File: config.mk
export PLATFORM = sky130hd
export DESIGN_NAME = vga_timing_gen
export DESIGN_NICKNAME = d
export VERILOG_FILES = /design/src/rtl/vga_timing_pkg.sv /design/src/rtl/vga_timing_gen_sync_delay_line.sv /design/src/rtl/vga_timing_gen.sv
export SDC_FILE = /design/constraint.sdc
export NUM_CORES = 1
export LEC_CHECK = 0
export ABC_AREA = 1
export BUFFER_PORTS_ARGS = -buffer_cell sky130_fd_sc_hd__buf_2
export CAP_MARGIN = 20
export CORE_MARGIN = 3
export CORE_UTILIZATION = 50
export CTS_CLUSTER_SIZE = 24
export DETAILED_ROUTE_END_ITERATION = 16
export GPL_TIMING_DRIVEN = 0
export PLACE_DENSITY = 0.84
export SYNTH_ARGS = -nofsm -noshare
export SYNTH_HDL_FRONTEND = slang
export SYNTH_HIERARCHICAL = 1
export SYNTH_SLANG_ARGS = --single-unit
export TNS_END_PERCENT = 50
File: constraint.sdc
create_clock -name vga_clk -period 2 [get_ports vga_clk]
set_clock_uncertainty 0.2 [all_clocks]
set_input_delay 0 -clock vga_clk [delete_from_list [all_inputs] [get_ports vga_clk]]
set_output_delay 0 -clock vga_clk [all_outputs]
set_load 0.05 [all_outputs]
File: src/rtl/vga_timing_pkg.sv
// VGA 640x480@60 raster timing defaults and shared types.
package vga_timing_pkg;
  localparam int H_VISIBLE = 640;
  localparam int H_FP      = 16;
  localparam int H_SYNC    = 96;
  localparam int H_BP      = 48;
  localparam int H_TOTAL   = H_VISIBLE + H_FP + H_SYNC + H_BP;
  localparam int V_VISIBLE = 480;
  localparam int V_FP      = 10;
  localparam int V_SYNC    = 2;
  localparam int V_BP      = 33;
  localparam int V_TOTAL   = V_VISIBLE + V_FP + V_SYNC + V_BP;
  localparam int HS_START  = H_VISIBLE + H_FP;
  localparam int HS_END    = HS_START + H_SYNC;
  localparam int VS_START  = V_VISIBLE + V_FP;
  localparam int VS_END    = VS_START + V_SYNC;

  typedef logic [9:0] coord_t;

  // Half-open range test [lo, hi) on a raster coordinate.
  function automatic logic in_span(coord_t v, int lo, int hi);
    return (int'(v) >= lo) && (int'(v) < hi);
  endfunction
endpackage

File: src/rtl/vga_timing_gen_sync_delay_line.sv
// Enable-qualified shift register that realigns sync pulses with renderer colour latency.
module sync_delay_line #(
  parameter int               WIDTH     = 2,
  parameter int               DEPTH     = 2,
  parameter logic [WIDTH-1:0] RESET_VAL = '0
) (
  input  logic             vga_clk,
  input  logic             reset,
  input  logic             en,
  input  logic [WIDTH-1:0] d,
  output logic [WIDTH-1:0] q
);
  if (DEPTH == 0) begin : g_wire
    assign q = d;
  end else begin : g_pipe
    logic [DEPTH-1:0][WIDTH-1:0] pipe;

    always_ff @(posedge vga_clk or posedge reset) begin
      if (reset) begin
        pipe <= {DEPTH{RESET_VAL}};
      end else if (en) begin
        pipe[0] <= d;
        for (int i = 1; i < DEPTH; i++) pipe[i] <= pipe[i-1];
      end
    end

    assign q = pipe[DEPTH-1];
  end
endmodule

File: src/rtl/vga_timing_gen.sv
// VGA raster counters with registered decode of blank/sync/start flags and delayed sync copies.
module vga_timing_gen
  import vga_timing_pkg::*;
#(
  parameter int   H_VISIBLE  = vga_timing_pkg::H_VISIBLE,
  parameter int   H_FP       = vga_timing_pkg::H_FP,
  parameter int   H_SYNC     = vga_timing_pkg::H_SYNC,
  parameter int   H_BP       = vga_timing_pkg::H_BP,
  parameter int   V_VISIBLE  = vga_timing_pkg::V_VISIBLE,
  parameter int   V_FP       = vga_timing_pkg::V_FP,
  parameter int   V_SYNC     = vga_timing_pkg::V_SYNC,
  parameter int   V_BP       = vga_timing_pkg::V_BP,
  parameter logic SYNC_POL   = 1'b0,
  parameter int   PIPE_DELAY = 2
) (
  input  logic   vga_clk,
  input  logic   reset,
  input  logic   pix_en,
  output coord_t DrawX,
  output coord_t DrawY,
  output logic   blank,
  output logic   hs,
  output logic   vs,
  output logic   hs_dly,
  output logic   vs_dly,
  output logic   frame_start,
  output logic   line_start
);
  localparam int HTOT  = H_VISIBLE + H_FP + H_SYNC + H_BP;
  localparam int VTOT  = V_VISIBLE + V_FP + V_SYNC + V_BP;
  localparam int HS_LO = H_VISIBLE + H_FP;
  localparam int HS_HI = HS_LO + H_SYNC;
  localparam int VS_LO = V_VISIBLE + V_FP;
  localparam int VS_HI = VS_LO + V_SYNC;

  if (HTOT > 1024 || VTOT > 1024) begin : g_range_err
    $error("vga_timing_gen: raster totals exceed 10-bit counters");
  end

  coord_t     hc, vc, hc_nxt, vc_nxt;
  logic       hs_r, vs_r;
  logic [1:0] dly_q;

  always_comb begin
    hc_nxt = hc + 10'd1;
    vc_nxt = vc;
    if (hc == coord_t'(HTOT - 1)) begin
      hc_nxt = '0;
      vc_nxt = (vc == coord_t'(VTOT - 1)) ? '0 : vc + 10'd1;
    end
  end

  // Flags decode the next position so they flip on the same edge as the counters.
  always_ff @(posedge vga_clk or posedge reset) begin
    if (reset) begin
      hc          <= '0;
      vc          <= '0;
      blank       <= 1'b1;
      hs_r        <= ~SYNC_POL;
      vs_r        <= ~SYNC_POL;
      frame_start <= 1'b1;
      line_start  <= 1'b1;
    end else if (pix_en) begin
      hc          <= hc_nxt;
      vc          <= vc_nxt;
      blank       <= (int'(hc_nxt) < H_VISIBLE) && (int'(vc_nxt) < V_VISIBLE);
      hs_r        <= in_span(hc_nxt, HS_LO, HS_HI) ? SYNC_POL : ~SYNC_POL;
      vs_r        <= in_span(vc_nxt, VS_LO, VS_HI) ? SYNC_POL : ~SYNC_POL;
      frame_start <= (hc_nxt == '0) && (vc_nxt == '0);
      line_start  <= (hc_nxt == '0);
    end
  end

  assign DrawX = hc;
  assign DrawY = vc;
  assign hs    = hs_r;
  assign vs    = vs_r;

  sync_delay_line #(
    .WIDTH     (2),
    .DEPTH     (PIPE_DELAY),
    .RESET_VAL ({~SYNC_POL, ~SYNC_POL})
  ) u_sync_dly (
    .vga_clk (vga_clk),
    .reset   (reset),
    .en      (pix_en),
    .d       ({hs_r, vs_r}),
    .q       (dly_q)
  );

  assign hs_dly = dly_q[1];
  assign vs_dly = dly_q[0];
endmodule

Yosys cells after proc, flatten, opt, wreduce, memory -nomap -nowiden --
Cells that the tools add are included.
Word-level totals: register bits after elaboration 29, bits of input ports 3, output and inout port bits 27, logic and storage cells 30
Operators by class: add/subtract/negate cells 2, magnitude comparators 6, equality and inequality tests 2, mux-type cells 5, reduce and logical (&&, ||, !) cells 6
Operators with widths (number):
- $mux W10 | 3
- $add A10 B1 Y10 const B | 2
- $eq A10 B10 Y1 const B | 2
- $logic_not A10 Y1 | 2
- $lt A10 B10 Y1 const B | 2
- $lt A10 B9 Y1 const B | 2
- $ge A10 B10 Y1 const B | 1
- $ge A10 B9 Y1 const B | 1
- $logic_and A1 B1 Y1 | 4
- $mux W1 | 2

Depth between registers and ports, before layout --
Gate-level depths: netlist (run 1).
depth in word-level cells 6, mapped depth 14, depth with buffers taken out 14

Hierarchy --
Netlist (run 1), hierarchy kept.
Modules (own cells, without submodules):
- vga_timing_gen | times used 1, cells an instance 263, area each 1751.7 µm², sequential area each 631.9 µm²
- sync_delay_line | times used 1, cells an instance 20, area each 172.7 µm², sequential area each 105.1 µm²

Worst setup path after synthesis (run 1) --
OpenSTA, ideal clock, no wires.
path type reg2reg, start register hc[1] (netlist: DrawX[1]), end register vs_r (netlist: vs), setup time 72 ps, arrival time 1920 ps, setup slack -193 ps, stages on the path, launching flop included 12, path buffers 1, cells stage by stage dfrtp_1 -> ha_1 -> nand2_2 -> nor2_4 -> nand3_4 -> buf_6 -> o21ai_1 -> nand3_1 -> nor2_1 -> nand3_1 -> nand2_1 -> inv_1
On the way: longest elaborated chain between the ends 5
Ends and longest elaborated chain:
- from (decl) | RTL line vga_timing_gen.sv:40 | coord_t hc, vc, hc_nxt, vc_nxt;
- from (signal assigned) | RTL line vga_timing_gen.sv:64 | hc <= hc_nxt;
- $eq A10 B10 Y1 (*) | RTL line vga_timing_gen.sv:47 | if (hc == coord_t'(HTOT - 1)) begin
- $mux W10 (*) | RTL line vga_timing_gen.sv:47
- $ge A10 B9 Y1 or $lt A10 B9 Y1 (tied branches) | RTL line vga_timing_pkg.sv:22 | return (int'(v) >= lo) && (int'(v) < hi);
- $logic_and A1 B1 Y1 (*) | RTL line vga_timing_pkg.sv:22
- $mux W1 (*) | RTL line vga_timing_gen.sv:68 | vs_r <= in_span(vc_nxt, VS_LO, VS_HI) ? SYNC_POL : ~SYNC_POL;
- to (signal assigned) | RTL line vga_timing_gen.sv:60 | vs_r <= ~SYNC_POL;
- to (signal assigned) | RTL line vga_timing_gen.sv:68
- to (decl) | RTL line vga_timing_gen.sv:41 | logic hs_r, vs_r;
Mark *: on every way between the ends. The rest lies on a longest branch, timed or not. A chain may end at the register's enable or synchronous reset.

Worst setup path after layout (run 1) --
start register vc[0] (netlist: DrawY[0]), end register frame_start
On the way: longest elaborated chain between the ends 5
Ends and longest elaborated chain:
- from (decl) | RTL line vga_timing_gen.sv:40
- from (signal assigned) | RTL line vga_timing_gen.sv:65 | vc <= vc_nxt;
- $add A10 B1 Y10 or $eq A10 B10 Y1 (tied branches) | RTL line vga_timing_gen.sv:49 | vc_nxt = (vc == coord_t'(VTOT - 1)) ? '0 : vc + 10'd1;
- $mux W10 | RTL line vga_timing_gen.sv:49
- $mux W10 (*) | RTL line vga_timing_gen.sv:47
- $logic_not A10 Y1 (*) | RTL line vga_timing_gen.sv:69 | frame_start <= (hc_nxt == '0) && (vc_nxt == '0);
- $logic_and A1 B1 Y1 (*) | RTL line vga_timing_gen.sv:69
- to (signal assigned) | RTL line vga_timing_gen.sv:69
- to (decl) | RTL line vga_timing_gen.sv:26 | output logic frame_start,
Marked as above.

==> impl_results.md, run 1 <==
- Period utilisation layout: 100%
- Peak VDD IR: 0.000598 V
- Total Routed Length: 5.22 mm
- Pin count of the biggest net entering global routing: 26
- All-Layer GR Usage: 23.1%
- Net count, final: 345
- Hold/Removal Path Class: input pin to asynchronous set/reset pin
- CP bufs+invs: 3
- Site Rows: 21
- Synth Cell Area: 1920 sq um
- CP Capture Type: flip-flop
- Fin util: 72.1%
- Via density: 5.33
- Clk sinks: 29
- CTS Root Cell: clkbuf_8
- Buffer depth of the longest clock path: 2
- Setup Crit Path Kind: flip-flop to flip-flop
- Initial antenna violation count: 0
- RSZ-0062 raised after global routing: yes
- DRT iter0 DRCs: 180
- First-pass GRT wire length: 7.89 mm
- Leak: 1.29 nW
- Worst Max-Slew Pin Slew: 0.970 ns
- Worst skew pair latency: 0.28 ns
- Pwr dens: 1070 nW/um^2
- Fin. max-slew vios: 0
- Worst slew margin: 35.3%
- Via count: 2059
- Die Ht: 68.0 microns
- Clock slew at reported path FFs: 0.06 ns
- Outcome: complete, but fails checks
- # diodes: 0
- Fmax: 499 MHz
- Drt drc: 0
- Total power: 2.72 mW
- Max_cap viols: 0
- Syn avg cell area: 6.80 sq um
- Crit path time final: 2.01 ns
- CP cell instances: inv_2, ha_4, nand2_2, nor2_2, nand3_2, buf_6, nand3_1, nand2_1, inv_1, nand3b_1, nor2_2, nand4_1, nand2_1
- Synth unique cells: 30
- Crit-path max FO: 7
- Worst hold margin: 0.162 ns
- Seq/Total Area, Yosys: 38.3%
- Delay of the slowest cell on the worst path: 0.48 ns
- Die area: 4630 sq um
- WL/cell: 13.5 microns
- CTS tree: yes
- Synth Warn #: 6
- Initial Util: 54.7%
- Layout cell share with drive strength beyond 1: 35.6%
- #FFs+latches synth: 29
- Most frequent cells in the layout: nand2_1, inv_1, buf_2
- Grt total ovfl: 0
- # setup viols final: 1
- Drt pass-1 iters: 4
- Area Growth Syn to Fin: 31.9%
- IO Port Bufs: 29
- Vias in the first global route: 1768
- Mapped Nets: 289
- CP delay by family, top: simple AND/OR/NAND/NOR gates
- Worst path slowest cell: dfrtp_2
- I/O Pins: 30
- Final worst setup slack: -0.00579 ns
- Die width: 68.0 microns
- Crit path DAT: 2.03 ns
- H-tree Lvls: 2
- CTS buffer count: 5
- Post-route ant nets: 0
- Synth Instances: 283
- Final GP Congestion: 0.897
- DP HPWL: 3.37 mm
- CP Launch Type: flip-flop
- Failing checks: negative setup slack
- Data required time at the worst endpoint: 2.03 ns
- Final count of hold timing violations: 0
- Core area: 3520 sq um
- Commonest non-fill, non-tap cell in the layout: nand2_1
-- final cells by class --
cell class / instances / area, sq um
clock inverter: 1 / 5.00
buffer: 7 / 45.0
timing repair buffer: 49 / 312
inverter: 43 / 164
fill: 270 / 983
clock buffer: 7 / 96.3
tap: 46 / 57.6
multi-input combinational: 204 / 1110
sequential: 29 / 746
-- tightest hold or removal path, stage by stage --
cell and delay, ns:
dlygate4sd3_1 0.53, buf_2 0.13, inv_1 0.14
-- registers in the layout (all words and copies together), names as in the netlist --
| name | count |
|---|---|
| u_sync_dly/q | 2 |
| DrawX | 10 |
| u_sync_dly/g_pipe.pipe | 2 |
| vs | 1 |
| hs | 1 |
| frame_start | 1 |
| DrawY | 10 |
| line_start | 1 |
| blank | 1 |
-- synthesized netlist by cell type --
cell type  number  area share, %
nor3_1          5            1.3
nand3_2         2            1.0
ha_1            3            2.0
nand3_4         1           0.91
o21bai_1        1           0.39
or2_2           2           0.65
nand2_1        99             19
a21oi_1         3           0.78
nor2_2          4            1.3
dfstp_2         9             12
nand4_1         7            2.3
buf_6           1           0.59
clkinv_2        1           0.26
o21a_1          2           0.78
nand3b_1        2           0.78
nor2_1         19            3.7
o21ai_1         2           0.52
inv_1          38            7.4
dfrtp_1        20             26
buf_4           2           0.78
o21ai_0        19            4.9
clkbuf_1        4           0.78
nand3_1        22            5.7
nand2_4         2            1.2
nand2_2         4            1.3
inv_2           4           0.78
xor2_1          2           0.91
and2_1          1           0.33
xnor2_1         1           0.46
nor2_4          1           0.59
-- path summary, 6_finish.rpt --
check	cells past startpoint	from	slack, ns	endpoint
setup / recovery	13	DrawY[0]$_DFFE_PP0P_	-0.006	frame_start$_DFFE_PP1P_
hold reg to reg	2	u_sync_dly/g_pipe.pipe[1]$_DFFE_PP1P_	0.26	u_sync_dly/q[1]$_DFFE_PP1P_
min in group vga_clk	2	u_sync_dly/g_pipe.pipe[1]$_DFFE_PP1P_	0.26	u_sync_dly/q[1]$_DFFE_PP1P_
max in group asynchronous	3	reset	0.65	DrawX[0]$_DFFE_PP0P_
hold / removal	3	reset	0.16	u_sync_dly/g_pipe.pipe[0]$_DFFE_PP1P_
setup reg to reg	13	DrawY[0]$_DFFE_PP0P_	-0.006	frame_start$_DFFE_PP1P_
-- routing by layer --
layer | track usage (%) | up-vias | part of all wire, % | wire (microns)
met5 | 0 | - | 0 | 0
met2 | 38.4 | 81 | 50 | 2590
li1 | - | 1001 | - | -
met3 | 5.42 | 13 | 6.3 | 328
met4 | 8.44 | 0 | 2.7 | 139
met1 | 29.2 | 964 | 41 | 2170
-- through the flow --
| step | TNS, ns | std cells | instance area (sq um) | setup slack (ns) |
|---|---|---|---|---|
| 2_1_floorplan | 0 | 283 | 1940 | 0.0144 |
| 3_3_place_gp | -0.00876 | 358 | 2150 | -0.00876 |
| 3_5_place_dp | -0.0775 | 358 | 2150 | -0.0443 |
| 4_1_cts | 0 | 370 | 2290 | 0.00589 |
| 5_1_grt | -0.293 | 386 | 2540 | -0.124 |
| 6_report | -0.00579 | 386 | 2540 | -0.00579 |
-- timing repair --
item,in CTS,in global routing
hold endpoints to repair,32,0
setup endpoints to repair,2,5
gates resized for setup,2,38
setup buffers,2,16
hold buffers,2,0
pin swaps,1,23
-- report_power, final --
group / switching, mW / internal [mW]
clock network: 0.231 / 0.310
logic: 0.895 / 0.394
registers: 0.172 / 0.712
total: 1.30 / 1.42
-- cell families (layout without fill, tap and decap cells) --
family                     after synthesis  count (layout)  synth area share, %
and+or+nand+nor                        171             171                 40.4
buffers and inverters                   50             107                 10.6
DFF                                     29              29                 38.3
AOI/OAI and AO/OA                       27              27                 7.41
adders and majority gates                3               3                 1.95
xor gates and xnor gates                 3               3                 1.37
Note: power is estimated with default switching activity, not from simulation.
==> run 2, diff against run 1 <==
Settings changed: CORE_UTILIZATION 50 to 42, PLACE_DENSITY 0.84 to 0.74, SYNTH_HIERARCHICAL 1 to not set.
==> impl_results.md, run 2 <==
- RSZ-0062 raised after global routing: yes (unchanged)
- Via count: 2060 (was 2059)
- Peak VDD IR: 0.000592 V (was 0.000598 V)
- Area Growth Syn to Fin: 32.7% (was 31.9%)
- Ys async rst share: 100% (unchanged)
- Crit path time final: 2.03 ns (was 2.01 ns)
- Failing checks: negative setup slack (unchanged)
- H-tree Lvls: 2 (unchanged)
- CP Launch Type: flip-flop (unchanged)
- Die Ht: 75.1 microns (was 68.0 microns)
- Synth area leaders: dfrtp_1, nand2_1, dfstp_2, inv_1, nor2_1 (was dfrtp_1, nand2_1, dfstp_2, inv_1, nand3_1)
- All-Layer GR Usage: 18.8% (was 23.1%)
- Synth Cell Area: 2010 sq um (was 1920 sq um)
- Crit path DAT: 2.06 ns (was 2.03 ns)
- I/O Pins: 30 (unchanged)
- CP Capture Type: flip-flop (unchanged)
- Pin count of the biggest net entering global routing: 20 (was 26)
- Worst slew margin: 62.8% (was 35.3%)
- WL/cell: 13.2 microns (was 13.5 microns)
- Leak: 1.35 nW (was 1.29 nW)
- Seq/Total Area, Yosys: 36.7% (was 38.3%)
- Layout cell share with drive strength beyond 1: 30.6% (was 35.6%)
- Die width: 75.1 microns (was 68.0 microns)
- Crit path top cell by count: nand2_1
- #FFs+latches synth: 29 (unchanged)
- Synth Warn #: 0 (was 6)
- Post-synth top area share: 24.9% (was 26.0%)
- Mapped Nets: 302 (was 289)
- Outcome: complete, but fails checks (unchanged)
- Core area: 4470 sq um (was 3520 sq um)
- Post-route ant nets: 0 (unchanged)
- Most common cell in the synthesized netlist: nand2_1 (unchanged)
- Placement Setup Slack: 0.00149 ns (was -0.0443 ns)
- Synth unique cells: 32 (was 30)
- Crit-path max FO: 7 (unchanged)
- Total Routed Length: 5.34 mm (was 5.22 mm)
- Site Rows: 24 (was 21)
- # setup viols final: 2 (was 1)
- CTS Root Cell: clkbuf_8 (unchanged)
- Drt pass-1 iters: 5 (was 4)
- Most frequent cells in the layout: nand2_1, inv_1, buf_2 (unchanged)
- Total negative slack: -0.0266 ns (was -0.00579 ns)
- Final count of hold timing violations: 0 (unchanged)
- Multi-input logic area: 1210 sq um (was 1110 sq um)
- Worst hold margin: 0.117 ns (was 0.162 ns)
- Die area: 5640 sq um (was 4630 sq um)
- Initial Util: 44.9% (was 54.7%)
- Synth Flop Type: dfrtp_1 (unchanged)
- Fill count: 390 (was 270)
- Final worst setup slack: -0.0253 ns (was -0.00579 ns)
- Area leader, netlist: dfrtp_1 (unchanged)
- Period utilisation layout: 101% (was 100%)
- Register area: 747 sq um (was 746 sq um)
- Net count, final: 358 (was 345)
- Fmax: 494 MHz (was 499 MHz)
- Clock slew at reported path FFs: 0.07 ns (was 0.06 ns)
- Final GP Congestion: 0.862 (was 0.897)
- Hold/Removal Path Class: input pin to asynchronous set/reset pin (unchanged)
- DP HPWL: 3.65 mm (was 3.37 mm)
- Synth top cells by count: nand2_1, inv_1, nor2_1, o21ai_0 (was nand2_1, inv_1, nand3_1, dfrtp_1)
- Via density: 5.09 (was 5.33)
- Drt drc: 0 (unchanged)
- Vias in the first global route: 1669 (was 1768)
- Commonest non-fill, non-tap cell in the layout: nand2_1 (unchanged)
- Pwr dens: 994 nW/um^2 (was 1070 nW/um^2)
- Max_cap viols: 0 (unchanged)
- First-pass GRT wire length: 7.88 mm (was 7.89 mm)
- Fin. max-slew vios: 0 (unchanged)
- Synth Instances: 296 (was 283)
- Number of synthesized flops with an enable pin: 0 (unchanged)
- Worst path slowest cell: dfrtp_1 (was dfrtp_2)
- CP cell instances: inv_1, nand2_1, nor3_4, buf_6, nor2_4, nor2_1, nand3_1, nor2_1, nand2_1, nand2_1 (was inv_2, ha_4, nand2_2, nor2_2, nand3_2, buf_6, nand3_1, nand2_1, inv_1, nand3b_1, nor2_2, nand4_1, nand2_1)
- DRT iter0 DRCs: 188 (was 180)
- Grt total ovfl: 0 (unchanged)
- Initial antenna violation count: 0 (unchanged)
- Clk sinks: 29 (unchanged)
- # diodes: 0 (unchanged)
- Buffer depth of the longest clock path: 2 (unchanged)
- CTS buffer count: 5 (unchanged)
- Data required time at the worst endpoint: 2.03 ns (about the same)
- Worst skew pair latency: 0.29 ns (was 0.28 ns)
- Syn avg cell area: 6.78 sq um (was 6.80 sq um)
- Setup Crit Path Kind: flip-flop to flip-flop (unchanged)
- CTS tree: yes (unchanged)
- Delay of the slowest cell on the worst path: 0.46 ns (was 0.48 ns)
- Worst Max-Slew Pin Slew: 0.558 ns (was 0.970 ns)
- IO Port Bufs: 28 (was 29)
[run 2: cell count changes after synthesis, moves of 2 or more]
cell      change
o21bai_1      +2
inv_2         -3
nand3_1       -2
buf_4         -2
nand4_1       -3
o21ai_0       +3
nor3_1        -3
nor2_1       +11
o21a_1        -2
nand2_1      +10
buf_2         +2
[run 2: through the flow]
stage / power [mW] / std cells / utilization, % / cell area, sq um
final: 2.65 / 405 / 59.5 / 2660
after global routing: 2.81 / 405 / 59.5 / 2660
after CTS: 2.51 / 387 / 54.1 / 2420
after detailed placement: 1.76 / 377 / 50.5 / 2260
after global placement: 1.74 / 376 / 49.9 / 2230
after floorplan: 1.55 / 296 / - / 2030
[run 2: path summary, 6_finish.rpt]
| path | startpoint | end | slack [ns] | cells after the start |
|---|---|---|---|---|
| setup / recovery | DrawX[7]$_DFFE_PP0P_ | frame_start$_DFFE_PP1P_ | -0.03 | 10 |
| hold / removal | reset | DrawX[7]$_DFFE_PP0P_ | 0.12 | 3 |
| setup reg to reg | DrawX[7]$_DFFE_PP0P_ | frame_start$_DFFE_PP1P_ | -0.03 | 10 |
| hold reg to reg | u_sync_dly.q[1]$_DFFE_PP1P_ | u_sync_dly.q[1]$_DFFE_PP1P_ | 0.26 | 2 |
| max in group asynchronous | reset | line_start$_DFFE_PP1P_ | 0.93 | 4 |
| min in group vga_clk | u_sync_dly.q[1]$_DFFE_PP1P_ | u_sync_dly.q[1]$_DFFE_PP1P_ | 0.26 | 2 |
[run 2: kinds of logic (layout without fill, tap and decap cells)]
family                     count (synthesis)  count (layout)  synth area share, %
and+or+nand+nor                          186             188                 43.5
buffers and inverters                     45             100                 8.91
AOI/OAI and AO/OA                         32              32                 8.60
DFF                                       29              29                 36.7
adders and majority gates                  3               3                 1.87
xor gates and xnor gates                   1               1                0.436
[run 2: per-layer routing]
layer	track usage, %	share of wire (%)	routed length, microns
met1	25.8	45	2400
met2	29.5	48	2570
met3	4.01	4.9	264
met4	5.93	1.9	104
met5	0	0	0
[run 2: what timing repair did]
item / in CTS / in global routing
pin swaps: 0 / 14
buffers inserted: 0 / 16
cloned: 0 / 2
resized for setup: 2 / 24
setup endpoints to repair: 2 / 4
endpoints found under the hold margin: 29 / 0
hold buffers: 2 / 0
[run 2: cell type report]
class                   count  area share (%)
well taps                  52            2.44
clock buffers               5            2.58
plain buffers               7            1.36
repair buffers             47            12.2
inverters                  38            5.64
clock inverters             3            2.44
flip-flops and latches     29            28.1
multi-input cells         224            45.3
[run 2: critical path: cells and delay by family (launching register included)]
family,cells,cell delay [ns]
buffers and inverters,2,0.38
AND/OR/NAND/NOR,8,0.92
flip-flops,1,0.46
[run 2: power by group]
group | leakage (nW) | switching (mW) | total, mW | internal, mW
combinational | 0.944 | 0.740 | 1.06 | 0.322
clock | 0.0681 | 0.246 | 0.741 | 0.495
sequential | 0.341 | 0.149 | 0.844 | 0.694
total | 1.35 | 1.14 | 2.65 | 1.51
